**config.mk**
```make
export PLATFORM = sky130hd
export DESIGN_NAME = ex_mem_stage
export DESIGN_NICKNAME = d
export VERILOG_FILES = /design/src/rtl/pipe_pkg.sv /design/src/rtl/sat_counter.sv /design/src/rtl/ex_mem_stage.sv
export SDC_FILE = /design/constraint.sdc
export NUM_CORES = 1
export LEC_CHECK = 0
export CAP_MARGIN = 30
export CORE_ASPECT_RATIO = 0.75
export CORE_MARGIN = 2
export CORE_UTILIZATION = 24
export DETAILED_ROUTE_END_ITERATION = 8
export GPL_TIMING_DRIVEN = 0
export SYNTH_ARGS = -nofsm -noshare
export SYNTH_HDL_FRONTEND = slang
export SYNTH_HIERARCHICAL = 1
export SYNTH_SLANG_ARGS = --single-unit
```
**constraint.sdc**
```tcl
create_clock -name clk -period 5.2 [get_ports clk]
set_input_delay 0.78 -clock clk [delete_from_list [all_inputs] [get_ports clk]]
set_output_delay 0.78 -clock clk [all_outputs]
set_load 0.02 [all_outputs]
```
**src/rtl/pipe_pkg.sv**
```systemverilog
// Shared EX/MEM pipeline types: control record, write-back source codes,
// load/store size codes and the branch-taken helper.
package pipe_pkg;

  // Write-back source select carried on mem_to_reg
  localparam logic [1:0] M2R_ALU = 2'd0;
  localparam logic [1:0] M2R_MEM = 2'd1;
  localparam logic [1:0] M2R_PC4 = 2'd2;

  // Memory access size (funct3 of loads/stores)
  localparam logic [2:0] F3_B  = 3'b000;
  localparam logic [2:0] F3_H  = 3'b001;
  localparam logic [2:0] F3_W  = 3'b010;
  localparam logic [2:0] F3_BU = 3'b100;
  localparam logic [2:0] F3_HU = 3'b101;

  // Control half of the EX/MEM register; zeroed for bubbles and wrong-path slots
  typedef struct packed {
    logic       reg_write;
    logic       mem_read;
    logic       mem_write;
    logic [1:0] mem_to_reg;
    logic       jalr;
    logic       taken;
  } ex_mem_ctrl_t;

  // Full EX/MEM record at the default 32-bit / 5-bit widths
  typedef struct packed {
    ex_mem_ctrl_t ctrl;
    logic [2:0]   funct3;
    logic [4:0]   rd;
    logic [31:0]  alu_result;
    logic [31:0]  store_data;
    logic [31:0]  pc_four;
    logic [31:0]  pc_imm;
  } ex_mem_t;

  // A live instruction leaves the fall-through path on a true branch or any jump
  function automatic logic is_taken(input logic valid, input logic branch,
                                    input logic zero, input logic jump);
    return valid & ((branch & zero) | jump);
  endfunction

endpackage

```
**src/rtl/sat_counter.sv**
```systemverilog
// Saturating up-counter: stops at all-ones instead of wrapping.
module sat_counter #(
  parameter int W = 16
) (
  input  logic         clk,
  input  logic         rst_n,
  input  logic         inc,
  output logic [W-1:0] cnt
);

  // Count up on inc unless already pinned at the maximum
  always_ff @(posedge clk or negedge rst_n) begin
    if (!rst_n)                cnt <= '0;
    else if (inc && cnt != '1) cnt <= cnt + W'(1);
  end

endmodule

```
**src/rtl/ex_mem_stage.sv**
```systemverilog
// EX/MEM pipeline register with branch/jump redirect generation and
// taken/retire performance counters.
module ex_mem_stage
  import pipe_pkg::*;
#(
  parameter int DATA_WIDTH = 32,
  parameter int REG_ADDR_W = 5,
  parameter int CNT_W      = 16
) (
  input  logic                  clk,
  input  logic                  rst_n,
  input  logic                  ex_valid_i,
  input  logic [DATA_WIDTH-1:0] alu_result_i,
  input  logic                  zero_i,
  input  logic                  branch_i,
  input  logic                  jump_i,
  input  logic                  jalr_i,
  input  logic [DATA_WIDTH-1:0] pc_imm_i,
  input  logic [DATA_WIDTH-1:0] pc_four_i,
  input  logic [DATA_WIDTH-1:0] store_data_i,
  input  logic [REG_ADDR_W-1:0] rd_i,
  input  logic [2:0]            funct3_i,
  input  logic                  reg_write_i,
  input  logic                  mem_read_i,
  input  logic                  mem_write_i,
  input  logic [1:0]            mem_to_reg_i,
  input  logic                  stall_i,
  output logic                  ex_ready_o,
  output logic                  mem_valid_o,
  output logic [DATA_WIDTH-1:0] alu_result_o,
  output logic [DATA_WIDTH-1:0] store_data_o,
  output logic [DATA_WIDTH-1:0] pc_four_o,
  output logic [REG_ADDR_W-1:0] rd_o,
  output logic [2:0]            funct3_o,
  output logic                  reg_write_o,
  output logic                  mem_read_o,
  output logic                  mem_write_o,
  output logic [1:0]            mem_to_reg_o,
  output logic                  redirect_o,
  output logic [DATA_WIDTH-1:0] redirect_pc_o,
  output logic                  flush_o,
  output logic [CNT_W-1:0]      taken_cnt_o,
  output logic [CNT_W-1:0]      retire_cnt_o
);

  // Datapath half of the register, sized by the module parameters
  typedef struct packed {
    logic [DATA_WIDTH-1:0] alu_result;
    logic [DATA_WIDTH-1:0] store_data;
    logic [DATA_WIDTH-1:0] pc_four;
    logic [DATA_WIDTH-1:0] pc_imm;
    logic [REG_ADDR_W-1:0] rd;
    logic [2:0]            funct3;
  } payload_t;

  payload_t     pl_q, pl_d;
  ex_mem_ctrl_t ctrl_q, ctrl_d;
  logic         vld_q, vld_d;
  logic         redir_done_q;
  logic         capture;
  logic         redirect;

  assign capture    = !stall_i;
  assign ex_ready_o = capture;

  // A resident taken instruction redirects only in its first cycle in MEM
  assign redirect = vld_q & ctrl_q.taken & !redir_done_q;

  // Next register contents; the slot behind a redirect is wrong-path and dies
  always_comb begin
    vld_d     = ex_valid_i & !redirect;
    pl_d      = '{alu_result: alu_result_i, store_data: store_data_i,
                  pc_four: pc_four_i, pc_imm: pc_imm_i,
                  rd: rd_i, funct3: funct3_i};
    ctrl_d    = '0;
    if (vld_d) begin
      ctrl_d.reg_write  = reg_write_i;
      ctrl_d.mem_read   = mem_read_i;
      ctrl_d.mem_write  = mem_write_i;
      ctrl_d.mem_to_reg = mem_to_reg_i;
      ctrl_d.jalr       = jalr_i;
      ctrl_d.taken      = is_taken(ex_valid_i, branch_i, zero_i, jump_i);
    end
  end

  // EX/MEM register: loads on every unstalled edge, holds otherwise
  always_ff @(posedge clk or negedge rst_n) begin
    if (!rst_n) begin
      vld_q  <= 1'b0;
      pl_q   <= '0;
      ctrl_q <= '0;
    end else if (capture) begin
      vld_q  <= vld_d;
      pl_q   <= pl_d;
      ctrl_q <= ctrl_d;
    end
  end

  // Remember that the resident instruction has already redirected so a
  // stall cannot stretch the pulse; a fresh capture re-arms it
  always_ff @(posedge clk or negedge rst_n) begin
    if (!rst_n)        redir_done_q <= 1'b0;
    else if (capture)  redir_done_q <= 1'b0;
    else if (redirect) redir_done_q <= 1'b1;
  end

  // Redirect target: JALR clears bit 0 of the ALU sum, others use PC+imm
  always_comb begin
    redirect_pc_o = '0;
    if (redirect) begin
      if (ctrl_q.jalr) redirect_pc_o = {pl_q.alu_result[DATA_WIDTH-1:1], 1'b0};
      else             redirect_pc_o = pl_q.pc_imm;
    end
  end

  assign redirect_o   = redirect;
  assign flush_o      = redirect;
  assign mem_valid_o  = vld_q;
  assign alu_result_o = pl_q.alu_result;
  assign store_data_o = pl_q.store_data;
  assign pc_four_o    = pl_q.pc_four;
  assign rd_o         = pl_q.rd;
  assign funct3_o     = pl_q.funct3;
  assign reg_write_o  = ctrl_q.reg_write;
  assign mem_read_o   = ctrl_q.mem_read;
  assign mem_write_o  = ctrl_q.mem_write;
  assign mem_to_reg_o = ctrl_q.mem_to_reg;

  sat_counter #(.W(CNT_W)) u_taken_cnt (
    .clk   (clk),
    .rst_n (rst_n),
    .inc   (redirect),
    .cnt   (taken_cnt_o)
  );

  sat_counter #(.W(CNT_W)) u_retire_cnt (
    .clk   (clk),
    .rst_n (rst_n),
    .inc   (vld_q & !stall_i),
    .cnt   (retire_cnt_o)
  );

endmodule

```
# == After elaboration in Yosys (flattened, before gate mapping) ==
# Index checks and enable logic that the tools add are counted.
# op_classes
n_reduce_logical,5
add_sub_neg,2
n_eq_ne,3
bitwise,7
n_mux,5
# ops
cell,n
$mux 32,2
$add 16x1->16 const B,2
$ne 16x16->1 const B,2
$mux 7,1
$and 1x1->1,6
$logic_not 1->1,3
$logic_and 1x1->1,2
$mux 1,2
$ne 2x1->1 const B,1
$or 1x1->1,1
# totals
output_inout_bits,177
in_bits,149
elab_cells,38
register_bits,177

# == Longest topological paths before layout ==
# depth
depth_word,5
mapped_depth,7
depth_no_buf,6

# == Cells and area by module ==
# The synthesis kept the hierarchy.
# modules_own_cells
mod,instances,cells_each,seq_area_each_um2,area_each_um2
ex_mem_stage,1,492,3628.5,6770.2
sat_counter,2,72,400.4,859.6

# == Worst setup path after synthesis ==
# Ideal clock, no wire load.
# synth_path
kind,input port to flip-flop
startpoint,input port stall_i
endpoint,register u_retire_cnt.cnt[5]
required_ps,5081
path_buffers,2
slack_ps,3018
t_arrival_ps,2063
setup_time_ps,119
cell_stages,7
path_cell_list,buf_6 -> buf_4 -> nor2b_1 -> and3_1 -> and4_2 -> o211ai_1 -> o21a_1
# synth_via
elab_chain_len,3
# synth_lines
item,line_no,rtl
start: declaration,ex_mem_stage.sv:27,"input logic stall_i,"
$logic_not 1->1,ex_mem_stage.sv:139,".inc (vld_q & !stall_i),"
$and 1x1->1,ex_mem_stage.sv:139,
$logic_and 1x1->1,sat_counter.sv:14,else if (inc && cnt != '1) cnt <= cnt + W'(1);
end signal: assignment,sat_counter.sv:14,
end: declaration,sat_counter.sv:8,output logic [W-1:0] cnt
# No other way between the ends.
# A chain may end at the register's enable or synchronous reset.

# == Worst setup path in the final report ==
# layout_path
startpoint,register vld_q (netlist: mem_valid_o)
endpoint,output port redirect_o
# layout_via
elab_chain_len,2
# layout_lines
item,line_no,rtl
start: declaration,ex_mem_stage.sv:58,"logic vld_q, vld_d;"
start signal: assignment,ex_mem_stage.sv:93,vld_q <= vld_d;
$and 1x1->1 (2 in series),ex_mem_stage.sv:67,assign redirect = vld_q & ctrl_q.taken & !redir_done_q;
end: declaration,ex_mem_stage.sv:39,"output logic redirect_o,"
# No other way between the ends.

==> flow_summary_export.csv <==
group,metric,value,unit
run_status,status,"finished clean",
min_path,hp-class,"in -> async",
synthesis,synth_cell_type_count,41,
clock_tree,cts_resized,0,
grt,antenna_found_initial,2,
placed_design,place.gp.congestion,0.790,
critical_path,cp.arrival,2.76,ns
clock_tree,cts.sinks,177,
grt,grt.total_usage,0.131,
clock_tree,hold_buffers,0,
grt,grt_max_degree,105,
clock_tree,clk_pin_slew_worst_paths,0.07,ns
synthesis,synth_cells,636,
detailed_routing,wl,24100,um
layout,nFillCells,3446,
synthesis,synth_nets,787,
synthesis,synth_ff_type,"dfrtp_1",
detailed_routing,drc,0,
placed_design,port_buffers,325,
critical_path,worst-path-buf-inv,4,
timing,period_needed,3.54,ns
die,die_w,221,um
pwr,vdd_drop_max,0.198,mV
pwr,power,4.17,mW
clock_tree,cts_inserted_buffers,17,
pwr,powerDensity,320,nW/um^2
grt,grt_pass1_wl,37000,um
timing,worstMarginPinSlew,0.630,ns
synthesis,synth_edf_count,0,
grt,grt-ovfl-total,0,
detailed_routing,drt_pass1_iterations,4,
detailed_routing,wl_per_cell,16.6,um
die,die-area,36900,um^2
critical_path,path_delay_family,"buffers and inverters",
flow_run,drv_cap,0,
timing,rsz0062_at_grt,"no",
critical_path,cp_data_required_time,4.42,ns
grt,grt_use_met2,0.206,
critical_path,cp_slowest_cell,"clkdlybuf4s50_1",
die,core_area,34800,um^2
grt,grt_pass1_vias,6153,
die,chipHeight,167,um
detailed_routing,vias,5992,
placed_design,place_ws,1.99,ns
synthesis,yosysWarnings,6,
critical_path,crit_path_max_fanout,10,
placed_design,dp_hpwl,17900,um
layout,multi_input_area,3000,um^2
timing,fmax,0.283,GHz
layout,utilization,0.375,
placed_design,post_dp_cell_area,12300,um^2
grt,grt_use_met1,0.168,
pwr,leakage,5.43,nW
timing,slew_headroom,0.580,
clock_tree,post_cts_buffers,0,
timing,fin_skew,0.00967,ns
synthesis,netlist_top_cells_area,"dfrtp_1 52%, mux2_2 18%, buf_4 9.8%, mux2i_1 3.7%, clkbuf_8 1.6%",
timing,finalCritPeriodShare,0.680,
synthesis,synthTopCellsByCount,"177 x dfrtp_1, 136 x mux2_2, 111 x buf_4, 36 x nor2_1, 31 x mux2i_1",
timing,whs,0.306,ns
synthesis,synth_seq_cells,177,
synthesis,syn_avg_cell_area,13.3,um^2
die,io_pins,326,
synthesis,yosysTopAreaCellShare,0.522,
timing,layout_setup_ws,1.66,ns
synthesis,synth_seq_area_share,0.522,
critical_path,path_cells,"nand3b_1, clkbuf_1, inv_1, buf_4, clkdlybuf4s50_1",
synthesis,yosysMostFrequentCell,"dfrtp_1",
layout,final_area,13000,um^2
synthesis,synthArstFlopShare,1.00,
die,initial_core_util,0.244,
critical_path,start_kind,"flop",
clock_tree,cts-root-buf,"clkbuf_16",
grt,top_usage_layer,"met2",
layout,seqCellArea,4430,um^2
grt,grtUsageMet3,0.0529,
timing,slew_violations,0,
clock_tree,cts_tree,"built",
layout,drive_gt1_frac,0.321,
synthesis,synth_area_leader_cell,"dfrtp_1",
clock_tree,clock_latency,0.45,ns
die,rows,59,
timing,finalHoldViolCount,0,
detailed_routing,ant_nets,0,
detailed_routing,drtIter0Drc,268,
synthesis,netlist_area,8490,um^2
layout,nets,1132,
clock_tree,cts.htree.levels,4,
critical_path,crit_type,"reg -> out",
critical_path,end_kind,"output pin",
detailed_routing,viasPerCell,4.12,
critical_path,critPathMaxStageDelay,0.52,ns
layout,syn2layout_area_growth,53.5,%
clock_tree,clk_path_buf_depth,2,
timing,finalSetupViolations,0,
==> state kept, by name, summed over array words and instances (netlist names) <==
name              count
reg_write_o           1
u_retire_cnt/cnt     16
alu_result_o         32
pl_q                 32
u_taken_cnt/cnt      16
rd_o                  5
funct3_o              3
ctrl_q                2
mem_valid_o           1
pc_four_o            32
mem_read_o            1
mem_to_reg_o          2
mem_write_o           1
redir_done_q          1
store_data_o         32
==> metrics by stage <==
stage	setup TNS [ns]	std cells
floorplan	0	636
global placement	-860.71	1418
detailed placement	0	1419
CTS	0	1451
global route	0	1452
finish	0	1453
==> power breakdown <==
part	total, mW	switching, mW	internal (mW)
clock	1.52	0.610	0.910
combinational	1.01	0.427	0.580
sequential	1.65	0.125	1.52
total	4.17	1.16	3.01
==> per-layer routing <==
layer	wire length, um	share of wire
met5	0	0
met4	201	0.0083
met3	1670	0.069
met2	11400	0.47
met1	10900	0.45
==> worst paths after layout <==
| check | slack, ns | endpoint | cells after the start | startpoint |
|---|---|---|---|---|
| worst min register to register | 0.50 | redir_done_q$_DFFE_PN0P_ | 2 | redir_done_q$_DFFE_PN0P_ |
| max in group asynchronous | 3.87 | pl_q[32]$_DFFE_PN0N_ | 2 | rst_n |
| worst min-delay path | 0.31 | funct3_o[1]$_DFFE_PN0N_ | 1 | rst_n |
| worst max register to register | 2.68 | u_taken_cnt/cnt[7]$_DFFE_PN0P_ | 7 | mem_valid_o$_DFFE_PN0N_ |
| worst max-delay path | 1.66 | redirect_o | 5 | mem_valid_o$_DFFE_PN0N_ |
| min in group clk | 0.50 | redir_done_q$_DFFE_PN0P_ | 2 | redir_done_q$_DFFE_PN0P_ |
==> kinds of logic (layout without fill, tap and decap cells) <==
family | after synthesis | in the layout | synth area share
AOI/OAI and AO/OA | 40 | 40 | 0.0376
xor gates and xnor gates | 14 | 14 | 0.0144
adders and majority gates | 2 | 2 | 0.00295
buffers and inverters | 134 | 492 | 0.125
DFF | 177 | 177 | 0.522
muxes | 169 | 169 | 0.220
other | 0 | 2 | 0
and+or+nand+nor | 100 | 100 | 0.0787
==> cell type report <==
cell class	count	share of cell area
well taps	457	0.0439
repair buffers	326	0.252
diodes	2	0.000384
plain buffers	132	0.0809
clock inverters	15	0.0194
inverters	2	0.000576
flip-flops and latches	177	0.340
clock buffers	17	0.0326
multi-input cells	325	0.230
==> placed cells by master, fill, tap and decap left out, types with 5 or more instances in the layout <==
master and count:
a21oi_1 7, buf_4 111, clkbuf_8 10, bufinv_16 6
a32o_1 7, nand4_1 16, nand2_1 8, a31oi_1 6
clkbuf_16 17, mux2_2 136, o21a_1 10, dfrtp_1 177
nand3_1 10, buf_6 5, nor2_1 36, xnor2_1 10
mux2i_1 31, clkdlybuf4s50_1 324
==> worst register-to-register path, cell delays in order (launching register included) <==
cell and delay [ns]:
dfrtp_1 0.44, nand3b_1 0.31, clkbuf_1 0.50, inv_1 0.32
and3_1 0.33, and4_2 0.27, a31oi_1 0.17, a31oi_1 0.05
No activity file was read; power rests on OpenSTA's default activity.
